**config.mk**
```make
export PLATFORM = sky130hd
export DESIGN_NAME = controlador_vedacao
export DESIGN_NICKNAME = d
export VERILOG_FILES = /design/src/rtl/controlador_vedacao.sv
export SDC_FILE = /design/constraint.sdc
export NUM_CORES = 1
export LEC_CHECK = 0
export CAP_MARGIN = 0
export CELL_PAD_IN_SITES_DETAIL_PLACEMENT = 0
export CELL_PAD_IN_SITES_GLOBAL_PLACEMENT = 1
export CORE_MARGIN = 2
export CORE_UTILIZATION = 44
export CTS_CLUSTER_DIAMETER = 50
export DETAILED_ROUTE_END_ITERATION = 7
export PLACE_DENSITY_LB_ADDON = 0.1
export REMOVE_ABC_BUFFERS = 1
export SLEW_MARGIN = 5
export SYNTH_ARGS = -nofsm -noshare
export SYNTH_HDL_FRONTEND = slang
export SYNTH_SLANG_ARGS = --single-unit
```
**constraint.sdc**
```tcl
create_clock -name clk -period 2.89 [get_ports clk]
set_clock_uncertainty 0.05 [all_clocks]
set_input_delay 0.578 -clock clk [delete_from_list [all_inputs] [get_ports clk]]
set_output_delay 0.578 -clock clk [all_outputs]
set_load 0.01 [all_outputs]
```
**src/rtl/controlador_vedacao.sv**
```systemverilog
// Bottling/sealing station sequencer: conveyor, fill valve and sealing actuator,
// gated on cork availability, with a saturating sealed-bottle count.
module controlador_vedacao #(
    parameter logic [25:0] TEMPO_VEDACAO        = 26'd25000000,
    parameter logic [27:0] TEMPO_MAX_ENCHIMENTO = 28'd150000000,
    parameter logic [6:0]  MAX_GARRAFAS         = 7'd99
) (
    input  logic       clk,
    input  logic       reset,
    input  logic       sw_liga,
    input  logic       sensor_garrafa,
    input  logic       sensor_nivel,
    input  logic       alarme_rolha_vazia,
    input  logic       dispensador_ativo,
    input  logic       btn_limpa_erro,
    output logic       motor_esteira,
    output logic       valvula_enchimento,
    output logic       vedador_ativo,
    output logic       vedacao_concluida,
    output logic       erro_enchimento,
    output logic [6:0] garrafas_vedadas,
    output logic [2:0] estado
);

    typedef enum logic [2:0] {
        IDLE          = 3'd0,
        AVANCA        = 3'd1,
        ENCHE         = 3'd2,
        AGUARDA_ROLHA = 3'd3,
        VEDA          = 3'd4,
        CONCLUI       = 3'd5,
        LIBERA        = 3'd6,
        ERRO          = 3'd7
    } estado_t;

    localparam logic [27:0] FIM_VEDACAO    = {2'b00, TEMPO_VEDACAO} - 28'd1;
    localparam logic [27:0] FIM_ENCHIMENTO = TEMPO_MAX_ENCHIMENTO - 28'd1;

    estado_t     atual;
    estado_t     proximo;
    logic [27:0] timer;
    logic        btn_anterior;
    logic        borda_btn;

    assign borda_btn = btn_limpa_erro & ~btn_anterior;
    assign estado    = atual;

    always_comb begin
        proximo = atual;
        case (atual)
            IDLE:          if (sw_liga) proximo = AVANCA;
            AVANCA: begin
                if (sensor_garrafa)  proximo = ENCHE;
                else if (!sw_liga)   proximo = IDLE;
            end
            // level sensor takes priority over a timeout landing on the same cycle
            ENCHE: begin
                if (sensor_nivel)                 proximo = AGUARDA_ROLHA;
                else if (timer == FIM_ENCHIMENTO) proximo = ERRO;
            end
            AGUARDA_ROLHA: if (!alarme_rolha_vazia && !dispensador_ativo) proximo = VEDA;
            VEDA:          if (timer == FIM_VEDACAO) proximo = CONCLUI;
            CONCLUI:       proximo = LIBERA;
            LIBERA:        if (!sensor_garrafa) proximo = sw_liga ? AVANCA : IDLE;
            ERRO:          if (borda_btn) proximo = LIBERA;
        endcase
    end

    // Outputs decode the next state so they line up with the state being entered.
    always_ff @(posedge clk or negedge reset) begin
        if (!reset) begin
            atual              <= IDLE;
            timer              <= '0;
            btn_anterior       <= 1'b0;
            motor_esteira      <= 1'b0;
            valvula_enchimento <= 1'b0;
            vedador_ativo      <= 1'b0;
            vedacao_concluida  <= 1'b0;
            erro_enchimento    <= 1'b0;
            garrafas_vedadas   <= '0;
        end else begin
            atual        <= proximo;
            btn_anterior <= btn_limpa_erro;
            if (proximo != atual)
                timer <= '0;
            else if (atual == ENCHE || atual == VEDA)
                timer <= timer + 28'd1;
            motor_esteira      <= (proximo == AVANCA) || (proximo == LIBERA);
            valvula_enchimento <= (proximo == ENCHE);
            vedador_ativo      <= (proximo == VEDA);
            vedacao_concluida  <= (proximo == CONCLUI);
            erro_enchimento    <= (proximo == ERRO);
            if (proximo == CONCLUI && garrafas_vedadas != MAX_GARRAFAS)
                garrafas_vedadas <= garrafas_vedadas + 7'd1;
        end
    end

endmodule

```
# Word-level counts from Yosys, hierarchy flattened

Cells that the tools add are included.

Add/subtract/negate cells: 2
Equality and inequality tests: 17
Multiplexer cells: 13
Bitwise logic cells: 2
Reductions and logical operators: 8

Operators by type and width:

| cell                  | count |
|---|---|
| $mux 28               | 2 |
| $add 28x1->28 const B | 1 |
| $eq 28x25->1 const B  | 1 |
| $eq 28x28->1 const B  | 1 |
| $mux 3                | 9 |
| $eq 3x3->1 const B    | 8 |
| $pmux 3 s8            | 1 |
| $eq 3x2->1 const B    | 3 |
| $add 7x1->7 const B   | 1 |
| $ne 7x7->1 const B    | 1 |
| $eq 3x1->1 const B    | 2 |
| $logic_not 3->1       | 1 |
| $ne 3x3->1            | 1 |
| $logic_and 1x1->1     | 2 |
| $logic_not 1->1       | 2 |
| $logic_or 1x1->1      | 2 |
| $reduce_bool 2->1     | 1 |
| $and 1x1->1           | 1 |
| $mux 1                | 1 |
| $not 1->1             | 1 |

Flip-flop bits (word level): 44
Input port bits: 8
Output and inout bits: 15
Word-level logic and storage cells: 51

# Longest topological paths before layout

Depth in word-level cells: 6
Mapped depth: 9
Gate-level depth less buffers: 7

# Worst setup path after synthesis

OpenSTA, ideal clock, no wires.

Kind: flip-flop to flip-flop
From: reg atual[0] (netlist: estado[0])
To: reg garrafas_vedadas[1]
Arrival time: 2.101 ns
Required time: 2.712 ns
Path slack: 0.611 ns
Cell stages (with the launch flop): 7
Buffers on the path: 1
Clock period less this slack: 2.279 ns
Cell sequence: dfrtp_1 -> clkbuf_1 -> nor4_1 -> or2b_1 -> or4_1 -> a31oi_2 -> mux2_1

Longest elaborated chain between the ends: 5
Elaborated cells on any way between the ends: 20
Those cells by class: eq/ne (8); mux (10); reduce/logical (2)

Ends and longest elaborated chain:

| item                      | line   | text |
|---|---|---|
| from (decl)               | 39     | `estado_t atual;` |
| from (signal assigned)    | 82     | `atual <= proximo;` |
| $mux 3 (on tied branches) | 59, 54 |  |
| $mux 3 (on tied branches) | 58, 53 |  |
| $pmux 3 s8 *              | 50     | `case (atual)` |
| $eq 3x3->1 *              | 93     | `if (proximo == CONCLUI && garrafas_vedadas != MAX_GARRAFAS)` |
| $logic_and 1x1->1 *       | 93     |  |
| to (signal assigned)      | 94     | `garrafas_vedadas <= garrafas_vedadas + 7'd1;` |
| to (decl)                 | 21     | `output logic [6:0] garrafas_vedadas,` |

Every way passes the cells marked *; elsewhere a longest branch is shown, timed or not.
A chain may end at the register's enable or synchronous reset.

# Worst setup path after layout

From: reg timer[9]
To: reg garrafas_vedadas[1]

Longest elaborated chain between the ends: 6
Elaborated cells on any way between the ends: 8
Those cells by class: eq/ne (3); mux (4); reduce/logical (1)

Ends and longest elaborated chain:

| item                   | line | text |
|---|---|---|
| from (decl)            | 41   | `logic [27:0] timer;` |
| from (signal assigned) | 87   | `timer <= timer + 28'd1;` |
| $eq 28x28->1           | 59   | `else if (timer == FIM_ENCHIMENTO) proximo = ERRO;` |
| $mux 3                 | 59   |  |
| $mux 3                 | 58   | `if (sensor_nivel) proximo = AGUARDA_ROLHA;` |
| $pmux 3 s8 *           | 50   |  |
| $eq 3x3->1 *           | 93   |  |
| $logic_and 1x1->1 *    | 93   |  |

Marks and branches as above.

==> impl_summary.txt <==
----------------------------------------------------
[Logic synthesis]
  Library cells used by synthesis ... 48
  Number of enable flip-flop cells after synthesis ... 0
  Average footprint of a synthesized cell ... 10.3 um^2
  Syn. warnings ... 0
  Primary FF master, synth ... sky130_fd_sc_hd__dfrtp_1
  Flops & latches, synth ... 44
  Netlist area before placement ... 2330 um^2
  Sequential area share after synthesis ... 47.2%
  Count of mapped cells out of synthesis ... 227
  Ys async rst share ... 100%

[CTS]
  Maximum clock insertion buffer count ... 2
  Source-to-sink clock delay at the later pin of the worst-skew pair ... 0.29 ns
  # clock sinks ... 44
  Number of buffers inserted for hold repair after clock tree synthesis ... 0
  Clock slew seen by the registers of the worst setup and hold paths ... 0.08 ns
  CTS H-Tree Depth ... 2
  CTS Buf Count ... 5
  TritonCTS clock tree ... yes
  Clock root buffer ... sky130_fd_sc_hd__clkbuf_8
  Total of cells resized after clock tree synthesis ... 0
  Buffers inserted during post-CTS setup optimization ... 0

[Drt]
  First-pass iteration count of the detailed router ... 4
  Detail-routed via count per cell ... 5.20
  Total Routed Length ... 4600 um
  Routed wire per std cell ... 14.2 um
  Antenna-violating nets left ... 0
  Detailed Route Iter0 Violations ... 111
  DRC violation count after routing ... 0
  Vias post-DR ... 1691

[STA]
  Rel. slew slack ... 65.6%
  Post-Route Setup TNS ... 0 ns
  Min cycle time layout ... 2.43 ns
  Slew of the pin with the lowest slew margin ... 0.516 ns
  Peak clock frequency supported by timing ... 412 MHz
  Final Hold Vio Count ... 0
  Portion of the clock cycle consumed by the worst path in the final layout ... 84.1%
  Number of pins exceeding their max-slew limit in the final report ... 0
  RSZ-0062 raised after global routing ... no
  Setup violations, final ... 0

[Die]
  Starting density of the core ... 45.7%
  Die area ... 5910 um^2
  Number of I/O pins ... 23
  Std-Cell Rows ... 26
  Core Region ... 5110 um^2
  Die X ... 76.8 um
  Vertical die dimension ... 76.8 um

[Layout]
  Finished Layout Cells ... 325
  Proportion of layout cells with a drive suffix above 1 ... 17.3%
  Final-stage net count ... 265
  Number of filler cells placed in the layout ... 493
  Leading cell type in the layout, fill and taps excluded ... sky130_fd_sc_hd__dfrtp_1
  Number of antenna cells inserted ... 0
  Most frequent cells in the layout ... sky130_fd_sc_hd__dfrtp_1 (44), sky130_fd_sc_hd__clkdlybuf4s50_1 (21), sky130_fd_sc_hd__nand2_1 (20), sky130_fd_sc_hd__nor2_2 (20), sky130_fd_sc_hd__xor2_1 (19)
  Post-synthesis to final-layout area growth ... 17.1%

[Critical path]
  Data required time of the critical path ... 3.02 ns
  Kind of end point of the critical path ... flip-flop
  Maximum net fanout on the critical path ... 5
  Depth of the worst register-to-register path ... 5
  WP data arrival ... 2.56 ns
  Type of origin of the critical path ... flip-flop
  Worst Setup Path Type ... flip-flop to flip-flop

[GRT]
  Initial antenna violation count ... 0
  Grt total ovfl ... 0
  Largest net degree at the start of global routing ... 29
  GRT Overall Usage ... 17.7%
  Via count of the first global-routing pass ... 1738
  Global-route wire length before repair ... 8550 um

[Place]
  Cells after DPL ... 318
  Number of buffers inserted by port buffering ... 22
  Sum of net half-perimeters after detailed placement ... 3250 um
  Final weighted congestion of routability-driven global placement ... 0.788

[Power]
  Design internal power ... 0.000791 W
  Leakage ... 1.18 nW
  Portion of total power attributed to sequential cells ... 61.3%
  Switching power of the nets ... 0.000213 W
  Areal power density over the cells ... 367 nW/um^2
  Comb pwr share ... 2.8%
  Sw frac ... 21.2%
  Proportion of power drawn by the clock network ... 35.8%
  VDD IR-drop max ... 159 uV

[Flow run]
  Max-cap viol count ... 0

[Outcome]
  Result of the run ... finished, final reports clean

[Hold path]
  Class of the most critical hold timing path ... input port to async pin

----------------------------------------------------
worst paths after layout:
check                               startpoint             endpoint  slack (ns)
max reg2reg                           timer[9]  garrafas_vedadas[1]        0.46
min in group clk           garrafas_vedadas[6]  garrafas_vedadas[6]        0.47
min                                      reset      erro_enchimento        0.20
max                                   timer[9]  garrafas_vedadas[1]        0.46
max in group asynchronous                reset             timer[2]        1.90
min reg2reg                garrafas_vedadas[6]  garrafas_vedadas[6]        0.47
state kept, by name, indices dropped and copies added (netlist names):
register / count
garrafas_vedadas: 7
valvula_enchimento: 1
erro_enchimento: 1
vedador_ativo: 1
vedacao_concluida: 1
motor_esteira: 1
estado: 3
timer: 28
btn_anterior: 1
cell usage after synthesis, types with 2 or more instances:
master,n,share of area (%)
sky130_fd_sc_hd__nand4_1,9,2.4
sky130_fd_sc_hd__xnor2_1,15,5.6
sky130_fd_sc_hd__inv_1,2,0.32
sky130_fd_sc_hd__a31oi_1,2,0.54
sky130_fd_sc_hd__buf_6,2,0.96
sky130_fd_sc_hd__nand3_1,12,2.6
sky130_fd_sc_hd__and3_1,9,2.4
sky130_fd_sc_hd__nor4_2,2,1.1
sky130_fd_sc_hd__ha_1,2,1.1
sky130_fd_sc_hd__nor4bb_1,3,1.3
sky130_fd_sc_hd__nor4b_1,2,0.75
sky130_fd_sc_hd__nor3_1,3,0.64
sky130_fd_sc_hd__nor2_2,20,5.4
sky130_fd_sc_hd__and4_1,4,1.5
sky130_fd_sc_hd__clkbuf_1,5,0.80
sky130_fd_sc_hd__dfrtp_1,44,47
sky130_fd_sc_hd__xor2_1,19,7.1
sky130_fd_sc_hd__nor2_1,18,2.9
sky130_fd_sc_hd__nand2_1,20,3.2
sky130_fd_sc_hd__a21oi_1,6,1.3
kinds of logic after synthesis:
family / Yosys count / synth area share, %
simple gates: 114 / 28.8
flops: 44 / 47.2
xor+xnor: 34 / 12.8
compound gates: 20 / 6.16
buf+inv: 11 / 2.57
mux: 2 / 1.45
fa+ha+maj: 2 / 1.07
final cells by class:
class / instances / area, um^2 / share of cell area, %
tap: 70 / 87.6 / 3.20
multi-input combinational: 172 / 1170 / 42.9
clock inverter: 1 / 5.00 / 0.183
inverter: 3 / 13.8 / 0.503
timing repair buffer: 29 / 280 / 10.3
clock buffer: 6 / 72.6 / 2.65
sequential: 44 / 1100 / 40.3
critical path, stage by stage, from the launching register on:
cell,delay (ns)
sky130_fd_sc_hd__dfrtp_1,0.42
sky130_fd_sc_hd__nor4_2,0.33
sky130_fd_sc_hd__nand4_2,0.24
sky130_fd_sc_hd__or4_1,0.63
sky130_fd_sc_hd__a31oi_2,0.29
sky130_fd_sc_hd__mux2_1,0.35
power groups by stage:
stage / Combinational [W] / Clock (W) / Sequential (W)
global placement: 0.0000298 / 0 / 0.000628
CTS: 0.0000297 / 0.000377 / 0.000616
global route: 0.0000325 / 0.000404 / 0.000616
floorplan: 0.00000452 / 0 / 0.000628
detailed placement: 0.0000296 / 0 / 0.000628
finish: 0.0000286 / 0.000360 / 0.000616
per-layer routing:
metal	routed length, um	global-route usage (%)	part of all wire (%)
met1	2260	25.5	49
met2	2120	26.9	46
met3	163	3.41	3.5
met4	57	5.45	1.2
met5	0	0	0
through the flow:
stage	cell area, um^2	total power (W)	hold slack [ns]	worst slack [ns]	utilization [%]
6_report	2730	0.00100	0.202	0.461	53.5
5_1_grt	2730	0.00105	0.223	0.325	53.5
4_1_cts	2730	0.00102	0.212	0.429	53.5
3_5_place_dp	2660	0.000658	0.458	0.332	52.0
3_3_place_gp	2660	0.000658	0.458	0.411	52.0
2_1_floorplan	2290	0.000633	0.232	0.408	-
No activity file was read; power rests on OpenSTA's default activity.
